[config.mk]
export PLATFORM = sky130hd
export DESIGN_NAME = cmsdk_apb_multitimer_flat
export DESIGN_NICKNAME = d
export VERILOG_FILES = /design/src/rtl/cmsdk_apb_multitimer_if.sv /design/src/rtl/cmsdk_apb_multitimer.sv /design/src/flat_wrapper.sv
export SDC_FILE = /design/constraint.sdc
export NUM_CORES = 1
export LEC_CHECK = 0
export CORE_UTILIZATION = 45
export CTS_CLUSTER_DIAMETER = 60
export DETAILED_ROUTE_END_ITERATION = 8
export SYNTH_ARGS = -nofsm -noshare
export SYNTH_HDL_FRONTEND = slang
export SYNTH_SLANG_ARGS = --single-unit
[constraint.sdc]
create_clock -name PCLK -period 5.97 [get_ports PCLK]
set_clock_uncertainty 0.2 [all_clocks]
set_input_delay 0.8955 -clock PCLK [delete_from_list [all_inputs] [get_ports PCLK]]
set_output_delay 0.8955 -clock PCLK [all_outputs]
set_load 0.005 [all_outputs]
[src/rtl/cmsdk_apb_multitimer_if.sv]
// APB slave bus bundle for the multi-channel timer.
interface cmsdk_apb_multitimer_if;
   logic        PSEL;
   logic        PENABLE;
   logic [11:2] PADDR;
   logic        PWRITE;
   logic [31:0] PWDATA;
   logic [31:0] PRDATA;
   logic        PREADY;
   logic        PSLVERR;

   modport master (
      output PSEL, PENABLE, PADDR, PWRITE, PWDATA,
      input  PRDATA, PREADY, PSLVERR
   );

   modport slave (
      input  PSEL, PENABLE, PADDR, PWRITE, PWDATA,
      output PRDATA, PREADY, PSLVERR
   );
endinterface

[src/rtl/cmsdk_apb_multitimer.sv]
// NUM_CH independent APB-programmable down-counters, each with prescaler,
// sticky interrupt and compare-based PWM output.
module cmsdk_apb_multitimer #(
   parameter int unsigned NUM_CH = 4,
   parameter int unsigned WIDTH  = 32
) (
   input  logic                  PCLK,
   input  logic                  PRESETn,
   cmsdk_apb_multitimer_if.slave apb,
   input  logic [NUM_CH-1:0]     TIMCLKEN,
   output logic [NUM_CH-1:0]     TIMINT,
   output logic                  TIMINTC,
   output logic [NUM_CH-1:0]     PWMOUT
);

   typedef enum logic [1:0] {StIdle, StWait, StErr} state_e;

   // Page 0x78 holds INTSTATUS at 0xF00; CTRL keeps only its defined bits
   localparam logic [6:0] StatPage = 7'h78;
   localparam logic [8:0] CtrlMask = 9'h1ED;

   logic [6:0]        chan;
   logic [2:0]        ofs;
   logic              setup, chan_ok, is_stat, err, wr_ok, rd_ok;
   logic [31:0]       rdata;
   logic [31:0]       ch_rdata [NUM_CH];
   logic [NUM_CH-1:0] mis, pwm;
   state_e            state_q;
   logic              ready_q, slverr_q;
   logic [31:0]       prdata_q;

   assign chan    = apb.PADDR[11:5];
   assign ofs     = apb.PADDR[4:2];
   assign setup   = apb.PSEL & ~apb.PENABLE;
   assign chan_ok = chan < 7'(NUM_CH);
   assign is_stat = chan == StatPage;

   // Classify the access presented in its setup phase
   always_comb begin
      err = 1'b0;
      if (is_stat) begin
         err = apb.PWRITE & (ofs == 3'd0);
      end else if (!chan_ok) begin
         err = 1'b1;
      end else if (apb.PWRITE) begin
         err = (ofs == 3'd1) | (ofs == 3'd4) | (ofs == 3'd5) |
               ((ofs == 3'd2) & (apb.PWDATA[3:2] == 2'b11));
      end else begin
         err = ofs == 3'd3;
      end
   end

   assign wr_ok = setup & apb.PWRITE & ~err;
   assign rd_ok = setup & ~apb.PWRITE & ~err;

   // Select read data from the addressed channel or the status page
   always_comb begin
      rdata = '0;
      if (is_stat) begin
         if (ofs == 3'd0) rdata = 32'(mis);
      end else begin
         for (int i = 0; i < NUM_CH; i++) begin
            if (chan == 7'(i)) rdata = ch_rdata[i];
         end
      end
   end

   // Bus response sequencer: erroring accesses get one wait state then SLVERR
   always_ff @(posedge PCLK or negedge PRESETn) begin
      if (!PRESETn) begin
         state_q  <= StIdle;
         ready_q  <= 1'b1;
         slverr_q <= 1'b0;
         prdata_q <= '0;
      end else begin
         prdata_q <= rd_ok ? rdata : '0;
         unique case (state_q)
            StIdle: begin
               if (setup & err) begin
                  state_q <= StWait;
                  ready_q <= 1'b0;
               end
            end
            StWait: begin
               state_q  <= StErr;
               ready_q  <= 1'b1;
               slverr_q <= 1'b1;
            end
            default: begin
               state_q  <= StIdle;
               ready_q  <= 1'b1;
               slverr_q <= 1'b0;
            end
         endcase
      end
   end

   for (genvar i = 0; i < NUM_CH; i++) begin : g_ch
      logic [WIDTH-1:0] load_q, value_q, cmp_q, next_val;
      logic [8:0]       ctrl_q;
      logic [7:0]       presc_q;
      logic [1:0]       ps;
      logic [31:0]      rd;
      logic             ris_q, pwm_q, sel, en, tick;
      logic             wr_load, wr_ctrl, wr_clr, wr_bg, wr_cmp;

      assign sel     = wr_ok & (chan == 7'(i));
      assign wr_load = sel & (ofs == 3'd0);
      assign wr_ctrl = sel & (ofs == 3'd2);
      assign wr_clr  = sel & (ofs == 3'd3);
      assign wr_bg   = sel & (ofs == 3'd6);
      assign wr_cmp  = sel & (ofs == 3'd7);

      assign ps   = ctrl_q[3:2];
      assign en   = ctrl_q[7] & TIMCLKEN[i];
      assign tick = en & ((ps == 2'b00) |
                          ((ps == 2'b01) & (presc_q[3:0] == 4'hF)) |
                          ((ps == 2'b10) & (presc_q == 8'hFF)));

      // Counter value after a tick; one-shot takes priority over periodic at zero
      always_comb begin
         if (value_q != '0)   next_val = value_q - WIDTH'(1);
         else if (ctrl_q[0])  next_val = '0;
         else if (ctrl_q[6])  next_val = load_q;
         else                 next_val = '1;
      end

      // Per-channel register readback
      always_comb begin
         rd = '0;
         case (ofs)
            3'd0, 3'd6: rd = 32'(load_q);
            3'd1:       rd = 32'(value_q);
            3'd2:       rd = 32'(ctrl_q);
            3'd4:       rd = 32'(ris_q);
            3'd5:       rd = 32'(ris_q & ctrl_q[5]);
            3'd7:       rd = 32'(cmp_q);
            default:    rd = '0;
         endcase
      end

      // Channel state: registers, prescaler, counter, interrupt and PWM
      always_ff @(posedge PCLK or negedge PRESETn) begin
         if (!PRESETn) begin
            load_q  <= '0;
            value_q <= '1;
            ctrl_q  <= 9'h020;
            cmp_q   <= '0;
            presc_q <= '0;
            ris_q   <= 1'b0;
            pwm_q   <= 1'b0;
         end else begin
            if (wr_load | wr_bg) load_q <= apb.PWDATA[WIDTH-1:0];
            if (wr_ctrl)         ctrl_q <= apb.PWDATA[8:0] & CtrlMask;
            if (wr_cmp)          cmp_q  <= apb.PWDATA[WIDTH-1:0];

            if (wr_load | wr_ctrl) presc_q <= '0;
            else if (en)           presc_q <= presc_q + 8'd1;

            // A LOAD write wins over a same-cycle tick
            if (wr_load)   value_q <= apb.PWDATA[WIDTH-1:0];
            else if (tick) value_q <= next_val;

            // Set beats clear when both land together
            if (tick & ~wr_load & (value_q == WIDTH'(1))) ris_q <= 1'b1;
            else if (wr_clr)                               ris_q <= 1'b0;

            pwm_q <= ctrl_q[8] & ctrl_q[7] & (value_q < cmp_q);
         end
      end

      assign ch_rdata[i] = rd;
      assign mis[i]      = ris_q & ctrl_q[5];
      assign pwm[i]      = pwm_q;
   end

   assign TIMINT      = mis;
   assign TIMINTC     = |mis;
   assign PWMOUT      = pwm;
   assign apb.PRDATA  = prdata_q;
   assign apb.PREADY  = ready_q;
   assign apb.PSLVERR = slverr_q;

endmodule

[src/flat_wrapper.sv]
// flat-port wrapper written by rule: the top's interface ports become plain ports
module cmsdk_apb_multitimer_flat 
#(
   parameter int unsigned NUM_CH = 4,
   parameter int unsigned WIDTH  = 32
)
  (PCLK, PRESETn, TIMCLKEN, TIMINT, TIMINTC, PWMOUT, apb_PSEL, apb_PENABLE, apb_PADDR, apb_PWRITE, apb_PWDATA, apb_PRDATA, apb_PREADY, apb_PSLVERR);
  cmsdk_apb_multitimer_if apb_i ();
  input  logic PCLK;
  input  logic PRESETn;
  input  logic [NUM_CH-1:0] TIMCLKEN;
  output logic [NUM_CH-1:0] TIMINT;
  output logic TIMINTC;
  output logic [NUM_CH-1:0] PWMOUT;
  input wire logic [$bits(apb_i.PSEL)-1:0] apb_PSEL;
  input wire logic [$bits(apb_i.PENABLE)-1:0] apb_PENABLE;
  input wire logic [$bits(apb_i.PADDR)-1:0] apb_PADDR;
  input wire logic [$bits(apb_i.PWRITE)-1:0] apb_PWRITE;
  input wire logic [$bits(apb_i.PWDATA)-1:0] apb_PWDATA;
  output wire logic [$bits(apb_i.PRDATA)-1:0] apb_PRDATA;
  output wire logic [$bits(apb_i.PREADY)-1:0] apb_PREADY;
  output wire logic [$bits(apb_i.PSLVERR)-1:0] apb_PSLVERR;
  assign apb_i.PSEL = apb_PSEL;
  assign apb_i.PENABLE = apb_PENABLE;
  assign apb_i.PADDR = apb_PADDR;
  assign apb_i.PWRITE = apb_PWRITE;
  assign apb_i.PWDATA = apb_PWDATA;
  assign apb_PRDATA = apb_i.PRDATA;
  assign apb_PREADY = apb_i.PREADY;
  assign apb_PSLVERR = apb_i.PSLVERR;
  cmsdk_apb_multitimer #(.NUM_CH(NUM_CH), .WIDTH(WIDTH)) u_core (.PCLK(PCLK), .PRESETn(PRESETn), .apb(apb_i), .TIMCLKEN(TIMCLKEN), .TIMINT(TIMINT), .TIMINTC(TIMINTC), .PWMOUT(PWMOUT));
endmodule
After elaboration in Yosys (flattened, before gate mapping)
Cells that the tools add are included.
{ "totals": {"elab_cells": 257, "register_bits": 488, "in_bits": 51} }
{ "op_classes": {"n_bitwise": 98, "eq_ne": 34, "add_sub_neg": 8, "n_lt_le_gt_ge": 5, "mux": 55, "n_reduce_logical": 25} }
{ "op_table": {"columns": ["op", "count"], "rows": [
  ["$mux 32", 26],
  ["$pmux 32 s6", 4],
  ["$eq 32x1->1 const B", 4],
  ["$lt 32x32->1", 4],
  ["$reduce_bool 32->1", 4],
  ["$sub 32x1->32 const B", 4],
  ["$and 1x1->1", 72],
  ["$mux 8", 8],
  ["$add 8x1->8 const B", 4],
  ["$eq 8x8->1 const B", 4],
  ["$reduce_bool 2->1", 12],
  ["$or 1x1->1", 19],
  ["$eq 4x4->1 const B", 4],
  ["$eq 7x2->1 const B", 2],
  ["$mux 1", 13],
  ["$eq 3x3->1 const B", 4],
  ["$eq 2x1->1 const B", 5],
  ["$eq 2x2->1 const B", 5],
  ["$logic_not 2->1", 5],
  ["$eq 7x1->1 const B", 1],
  ["$eq 7x7->1 const B", 1],
  ["$logic_not 7->1", 1],
  ["$lt 7x3->1 const B", 1],
  ["$not 1->1", 7],
  ["10 further kinds", 11]
]} }

Longest topological paths before layout
Gate-level depths: netlist (run 1).
{ "logic_depth": {"ltp_word": 15, "ltp_mapped": 10} }

Worst setup path after synthesis (run 1)
No wires, ideal clock.
{ "synth_path": {"path_type": "input port to flip-flop", "startpoint": "input port apb_PADDR[8]", "endpoint": "register u_core.g_ch[1].load_q[18]", "stages": 8, "path_buffers": 2, "slack_ns": 2.679, "setup_ns": 0.125, "t_arrival_ns": 2.966, "cell_sequence": "or4_1 -> or2_0 -> buf_2 -> nor2_1 -> nand2_1 -> nor2_2 -> buf_2 -> mux2_2"} }
{ "synth_via": {"elab_chain_cells": 8} }
{ "synth_lines": {"columns": ["element", "line_no", "source"], "rows": [
  ["start, declared", "flat_wrapper.sv:17", "input wire logic [$bits(apb_i.PADDR)-1:0] apb_PADDR;"],
  ["$lt 7x3->1", "cmsdk_apb_multitimer.sv:35", "assign chan_ok = chan < 7'(NUM_CH);"],
  ["$mux 1", "cmsdk_apb_multitimer.sv:43", "end else if (!chan_ok) begin"],
  ["$mux 1", "cmsdk_apb_multitimer.sv:41", "if (is_stat) begin"],
  ["$not 1->1", "cmsdk_apb_multitimer.sv:53", "assign wr_ok = setup & apb.PWRITE & ~err;"],
  ["$and 1x1->1", "cmsdk_apb_multitimer.sv:53", null],
  ["$and 1x1->1 *", "cmsdk_apb_multitimer.sv:107", "assign sel = wr_ok & (chan == 7'(i));"],
  ["$and 1x1->1 (on tied branches)", "cmsdk_apb_multitimer.sv:108, cmsdk_apb_multitimer.sv:111", null],
  ["$or 1x1->1 *", "cmsdk_apb_multitimer.sv:153", "if (wr_load | wr_bg) load_q <= apb.PWDATA[WIDTH-1:0];"],
  ["end signal, assigned", "cmsdk_apb_multitimer.sv:153", null],
  ["end, declared", "cmsdk_apb_multitimer.sv:99", "logic [WIDTH-1:0] load_q, value_q, cmp_q, next_val;"]
]} }
Mark *: on every way between the ends. The rest lies on a longest branch, timed or not.
A chain may end at the register's enable or synchronous reset.

Worst setup path after layout (run 1)
{ "layout_path": {"startpoint": "input port apb_PADDR[1]", "endpoint": "register u_core.g_ch[3].cmp_q[17]"} }
{ "layout_via": {"elab_chain_cells": 11} }
{ "layout_lines": {"columns": ["element", "line_no", "source"], "rows": [
  ["$eq 3x1->1 / $eq 3x3->1 (equally long branches)", "cmsdk_apb_multitimer.sv:46", "err = (ofs == 3'd1) | (ofs == 3'd4) | (ofs == 3'd5) |"],
  ["$or 1x1->1 (3 in series)", "cmsdk_apb_multitimer.sv:46", null],
  ["$mux 1", "cmsdk_apb_multitimer.sv:45", "end else if (apb.PWRITE) begin"],
  ["$mux 1", "cmsdk_apb_multitimer.sv:43", null],
  ["$mux 1", "cmsdk_apb_multitimer.sv:41", null],
  ["$not 1->1", "cmsdk_apb_multitimer.sv:53", null],
  ["$and 1x1->1", "cmsdk_apb_multitimer.sv:53", null],
  ["$and 1x1->1", "cmsdk_apb_multitimer.sv:107", null],
  ["$and 1x1->1 *", "cmsdk_apb_multitimer.sv:112", "assign wr_cmp = sel & (ofs == 3'd7);"],
  ["end signal, assigned", "cmsdk_apb_multitimer.sv:155", "if (wr_cmp) cmp_q <= apb.PWDATA[WIDTH-1:0];"],
  ["end, declared", "cmsdk_apb_multitimer.sv:99", null]
]} }
Marked as above.

==> results of run 1 <==
[final timing paths]
kind / endpoint / slack (ps) / cells past startpoint
worst max register to register: u_core.g_ch[2].value_q[23] / 2240 / 7
worst max-delay path: u_core.g_ch[3].cmp_q[17] / 1700 / 6
worst min register to register: u_core.g_ch[0].cmp_q[23] / 290 / 2
min in group PCLK: u_core.g_ch[0].cmp_q[23] / 290 / 2
worst min-delay path: u_core.g_ch[2].cmp_q[15] / 40 / 1
max in group asynchronous: u_core.g_ch[3].presc_q[7] / 4230 / 2
[critical path, cell delays in order]
cell	delay (ps)
clkdlybuf4s50_1	840
buf_4	290
and3_1	970
nand4_2	840
buf_4	450
mux2_2	290
[cell usage in the layout (no fill, tap or decap), types with 26 or more instances in the layout]
| cell | count |
|---|---|
| or3_1 | 36 |
| a22oi_1 | 35 |
| nor4_1 | 68 |
| o31ai_1 | 30 |
| buf_4 | 76 |
| clkbuf_16 | 59 |
| o21ai_0 | 193 |
| or4_1 | 28 |
| a211o_1 | 28 |
| nand3_1 | 72 |
| mux2_2 | 278 |
| a22o_1 | 43 |
| mux2i_1 | 31 |
| nand2_1 | 245 |
| nor2b_1 | 54 |
| a221oi_1 | 108 |
| o211ai_1 | 39 |
| inv_1 | 244 |
| o21ai_1 | 30 |
| dfrtp_1 | 355 |
| xnor2_1 | 31 |
| nor3_1 | 88 |
| ha_1 | 140 |
| a21oi_1 | 198 |
| dfstp_2 | 133 |
| a21o_1 | 48 |
| clkdlybuf4s50_1 | 89 |
| nor2_1 | 228 |
| nand4_1 | 53 |
| o22ai_1 | 37 |
| xor2_1 | 26 |
[registers in the layout, indices dropped and copies added, names as in the netlist]
name / flops
u_core.g_ch.value_q: 128
u_core.g_ch.cmp_q: 128
u_core.g_ch.presc_q: 32
u_core.g_ch.ris_q: 4
u_core.g_ch.load_q: 128
u_core.apb.PREADY: 1
u_core.apb.PSLVERR: 1
u_core.state_q: 2
u_core.g_ch.pwm_q: 4
u_core.g_ch.ctrl_q: 28
u_core.apb.PRDATA: 32
[report_power, final]
| part | switching, uW | leakage (uW) | total [uW] | internal (uW) |
|---|---|---|---|---|
| Combinational | 406 | 0.00774 | 516 | 110 |
| Clock | 1580 | 0.000987 | 3770 | 2190 |
| Sequential | 11.9 | 0.00631 | 3340 | 3320 |
| Total | 2000 | 0.0150 | 7620 | 5620 |
[final cells by class]
type                       instances  area (um^2)
fill                            6492        33700
multi-input combinational       2441        17200
sequential                       488        12400
clock buffer                      87         1730
timing repair buffer             172         1570
tap                              931         1160
inverter                         246          923
clock inverter                    25          292
antenna                            3         7.51
[per-stage QoR]
step	utilization [%]	power [uW]
2_1_floorplan	-	3570
3_3_place_gp	48.2	3890
3_5_place_dp	48.2	3890
4_1_cts	51.1	7640
5_1_grt	51.1	7800
6_report	51.1	7620
[logic make-up after synthesis]
family          synth area share [%]
simple gates                    15.6
fa+ha+maj                       5.55
mux                             11.2
flops                           39.2
buf+inv                         6.51
xor+xnor                        1.58
compound gates                  20.4
[routing by layer]
metal  vias up  wire length (um)
met1     14346             50700
met5         -                33
met4         4              6950
li1      12565                 -
met3       336             13900
met2      1654             54200
[synthesized netlist by cell type, types with 15 or more instances]
master	count	area (um^2)
a211o_1	28	245
xor2_1	26	228
dfrtp_1	355	8880
or3_1	36	225
a22oi_1	35	263
nor4_1	69	432
nand2b_1	15	93.8
and2_1	17	106
nor2_1	231	867
o22ai_1	37	231
mux2_2	278	3130
dfstp_2	133	3490
mux2i_1	31	310
nor2b_1	56	350
a22o_1	43	377
a21o_1	48	360
a21oi_1	199	996
nand2_1	246	923
o2bb2ai_1	16	140
clkbuf_1	217	815
buf_2	41	205
nor3_1	88	440
a211oi_1	24	180
xnor2_1	31	272
nand3_1	72	360
nand4_1	53	332
o21ai_1	30	150
a221oi_1	108	946
o31ai_1	30	225
or4_1	28	210
inv_1	244	916
ha_1	140	1750
o21ai_0	193	966
o211ai_1	39	293
==> results_dict.tcl, run 1 <==
set metrics [dict create \
    core_um2 68900 \
    place.gp.congestion 1.03 \
    p_leak_uw 0.0150 \
    root_buffer "clkbuf_16" \
    grt_use_met3_pct 9.77 \
    ir_drop_v 0.000223 \
    fin_ws_ps 1700 \
    postCtsSetupRepairBufs 0 \
    syn_area_per_cell_um2 9.15 \
    worst-setup-path-type "in2reg" \
    worst_pin_slew_ps 1340 \
    min_period_ps 4270 \
    ios 94 \
    fin_crit_sh_pct 71.5 \
    first_pass_iters 6 \
    netlist_area_um2 31600 \
    die-area_um2 71200 \
    dp_hpwl_um 85500 \
    rsz0062_at_grt "false" \
    finalHoldViolations 0 \
    rows 96 \
    numCtsBuffers 59 \
    layout.cells.non_filler 4393 \
    hold_ws_ps 43.7 \
    vias 28905 \
    antenna_found_initial 12 \
    grtUsageTotal_pct 35.1 \
    required_ps 6310 \
    place_inst 4278 \
    via_per_inst 6.58 \
    die_x_um 267 \
    reg2reg_from "u_core.g_ch[2].value_q[5]" \
    area_delta_synth_final_pct 11.7 \
    synthFlopType "dfrtp_1" \
    wl_per_cell_um 28.7 \
    hold_buffers 0 \
    gr-total-overflow 0 \
    arrival_ps 4610 \
    crit_start "apb_PADDR[1]" \
    async_flop_share_pct 100 \
    nNetsFinal 3599 \
    setup_viol 0 \
    synth_warnings 0 \
    grt_pass1_wl_um 185000 \
    finalMaxSlewViolations 0 \
    hp-class "in2async" \
    syn_inst 3449 \
    die_h_um 267 \
    start_util_pct 45.8 \
    grt_max_degree 150 \
    synth_edf_count 0 \
    grtUsageMet1_pct 46.2 \
    met2_usage_pct 52.5 \
    slew-limit-headroom_pct 10.6 \
    worst_setup_path_start_kind "input port" \
    grt_pass1_vias 27925 \
    cts_max_level 2 \
    clk_transition_reported_paths_ps 60 \
    dp_slack_ps 1250 \
    ant_nets 0 \
    critPathCaptureType "flip-flop" \
    top_usage_layer "met2" \
    worst_skew_pair.late_latency_ps 660 \
    yosys.cell_types.count 91 \
    drc 0 \
    ys_seq_area_share_pct 39.2 \
    drv_cap 0 \
    tritoncts "yes" \
    cts_num_sinks 488 \
    dpl_cell_area_um2 33200 \
    clk_path_buf_depth 3 \
    syn_nets 3640 \
    final_area_um2 35200 \
    critical_path_peak_fanout 20 \
    fin_tns_setup_ps 0 \
    fmax_mhz 234 \
    cts_resized 0 \
    p_per_area_nw_per_um2 216 \
    drt-total-wl_um 126000 \
    ys_ff_latch 488 \
    portBuffers 93 \
    drive_gt1_share_pct 18.7 \
    drt_iter0_drc 3503 \
    outcome "finished, final reports clean" \
]
No activity file was read; power rests on OpenSTA's default activity.
==> run 2: changes to the inputs <==
==> constraint.sdc (replaced) <==
create_clock -name PCLK -period 3.9 [get_ports PCLK]
set_clock_uncertainty 0.2 [all_clocks]
set_input_delay 0.585 -clock PCLK [delete_from_list [all_inputs] [get_ports PCLK]]
set_output_delay 0.585 -clock PCLK [all_outputs]
set_load 0.005 [all_outputs]
==> run 2 against run 1 <==
Effect of this change: die area stayed put; non-clock buffer count grew 146; global-route usage grew 0.47 points; critical path type unchanged; largest cell class unchanged; clock power increased by 60%; routed wire length grew 1.6%; largest power group unchanged; sequential share of layout area decreased by 1.4 points; via count increased by 1.9%.
==> results_dict.tcl, run 2 (synthesis results as in run 1) <==
set metrics [dict create \
    die-area_um2 71200 \
    antenna_found_initial 6 \
    setup_viol 0 \
    switching_share_pct 25.6 \
    worst_pin_slew_ps 1270 \
    vias 29458 \
    drive_gt1_share_pct 21.9 \
    rsz0062_at_grt "false" \
    grtUsageMet1_pct 47.1 \
    fin_ws_ps 405 \
    p_leak_uw 0.0159 \
    place.gp.congestion 1.02 \
    grtUsageTotal_pct 35.6 \
    numCtsBuffers 59 \
    met2_usage_pct 54.3 \
    top_usage_layer "met2" \
    layout_common_cells "dfrtp_1 (355), mux2_2 (278), nand2_1 (245), inv_1 (244), nor2_1 (228)" \
    grt_pass1_wl_um 188000 \
    start_util_pct 45.8 \
    die_h_um 267 \
    clkPwrFrac_pct 50.0 \
    crit_slowest_cell "a2111oi_0" \
    root_buffer "clkbuf_16" \
    ios 94 \
    fin_crit_sh_pct 89.6 \
    critPathBufInv 4 \
    critical_path_peak_fanout 18 \
    drt_iter0_drc 3424 \
    rows 96 \
    portBuffers 93 \
    ant_nets 0 \
    first_pass_iters 8 \
    finalMaxSlewViolations 0 \
    grt_max_degree 93 \
    worst_setup_path_start_kind "input port" \
    tritoncts "yes" \
    dp_slack_ps -57.0 \
    via_per_inst 6.49 \
    dp_hpwl_um 88600 \
    core_um2 68900 \
    cp_common_cell "buf_4" \
    clk_path_buf_depth 3 \
    cts_max_level 2 \
    finalHoldViolations 0 \
    drt-total-wl_um 128000 \
    wl_per_cell_um 28.2 \
    outcome "finished, final reports clean" \
    ir_drop_v 0.000331 \
    worst-setup-path-type "in2reg" \
    crit_family "compound AO/OA/AOI/OAI gates" \
    gr-total-overflow 0 \
    grt_pass1_vias 28846 \
    p_seq_share_pct 42.5 \
    hold_ws_ps 285 \
    hp-class "reg2reg" \
    switchingPower_uw 3080 \
    cts_num_sinks 488 \
    area_delta_synth_final_pct 16.2 \
    p_int_uw 8940 \
    critPathMaxStageDelay_ps 1070 \
    p_total_uw 12000 \
    drc 0 \
    min_period_ps 3500 \
    fmax_mhz 286 \
    grt_use_met3_pct 7.62 \
    reg_top3 "u_core.g_ch.cmp_q: 128 flops, u_core.g_ch.load_q: 128 flops, u_core.g_ch.value_q: 128 flops" \
    critPathCaptureType "flip-flop" \
    drv_cap 0 \
    arrival_ps 3880 \
    slew-limit-headroom_pct 14.8 \
    final_common_cell "dfrtp_1" \
    path_cells "clkdlybuf4s50_1, buf_12, nor2b_2, buf_4, a22oi_1, a2bb2oi_1, nand3_1, a21oi_1, a2111oi_0, buf_4" \
    clk_transition_reported_paths_ps 70 \
    p_per_area_nw_per_um2 328 \
    fin_tns_setup_ps 0 \
    die_x_um 267 \
    comb_power_share_pct 7.5 \
    worst_skew_pair.late_latency_ps 660 \
    required_ps 4290 \
    nNetsFinal 3745 \
]
-- run 2: cell types whose count changed in the layout (fill, tap and decap cells not counted), sizes merged --
cell	previous run	this run
diode	3	2
clkinvlp	4	6
clkinv	17	8
buf	83	228
bufinv	4	7
clkbuf	87	90
dlygate4sd3	0	1
-- run 2: timing repair --
item | in CTS | in global routing
buffers inserted | 0 | 0
hold endpoints to repair | 66 | 0
resized for setup | 0 | 0
hold buffers | 1 | 0
-- run 2: layout make-up --
class / instances / area (um^2)
tap: 931 / 1160
clock inverter: 21 / 318
antenna: 2 / 5.00
fill: 6289 / 32300
clock buffer: 90 / 1790
inverter: 246 / 923
sequential: 488 / 12400
multi-input combinational: 2441 / 17200
timing repair buffer: 318 / 2930
-- run 2: worst reg2reg max path, delay by kind of cell (launching register included) --
| kind | cells | cell delay, ps |
|---|---|---|
| simple gates | 3 | 1760 |
| compound gates | 3 | 460 |
| buf+inv | 1 | 170 |
| fa+ha+maj | 1 | 230 |
| flops | 1 | 420 |
-- run 2: final timing paths --
path | start | cells after the start | endpoint | slack [ps]
worst min register to register | u_core.g_ch[3].cmp_q[22] | 2 | u_core.g_ch[3].cmp_q[22] | 280
min in group asynchronous | PRESETn | 2 | u_core.g_ch[2].cmp_q[26] | 350
max in group asynchronous | PRESETn | 3 | u_core.g_ch[2].value_q[21] | 2070
worst max register to register | u_core.g_ch[0].value_q[0] | 8 | u_core.g_ch[0].value_q[28] | 580
worst min-delay path | u_core.g_ch[3].cmp_q[22] | 2 | u_core.g_ch[3].cmp_q[22] | 280
worst max-delay path | apb_PADDR[1] | 10 | u_core.apb.PRDATA[7] | 400
-- run 2: power by group through the flow --
stage,logic [uW],registers (uW),clock network [uW]
2_1_floorplan,282,5190,0
3_3_place_gp,866,5190,0
3_5_place_dp,872,5190,0
4_1_cts,876,5110,6080
5_1_grt,928,5110,6270
6_report,903,5110,6020
-- run 2: stage by stage --
| stage | cell area, um^2 | utilization (%) | instances |
|---|---|---|---|
| 2_1_floorplan | 31600 | - | 3449 |
| 3_3_place_gp | 34600 | 50.1 | 4423 |
| 3_5_place_dp | 34600 | 50.1 | 4423 |
| 4_1_cts | 36700 | 53.2 | 4535 |
| 5_1_grt | 36700 | 53.2 | 4535 |
| 6_report | 36700 | 53.2 | 4537 |
-- run 2: per-layer routing --
layer / up-vias / wire, um / part of all wire [%]
met3: 340 / 12000 / 9.4
met2: 1600 / 56200 / 44
met4: 2 / 7530 / 5.9
met1: 14669 / 52200 / 41
li1: 12847 / - / -
met5: - / 11 / 0.0086
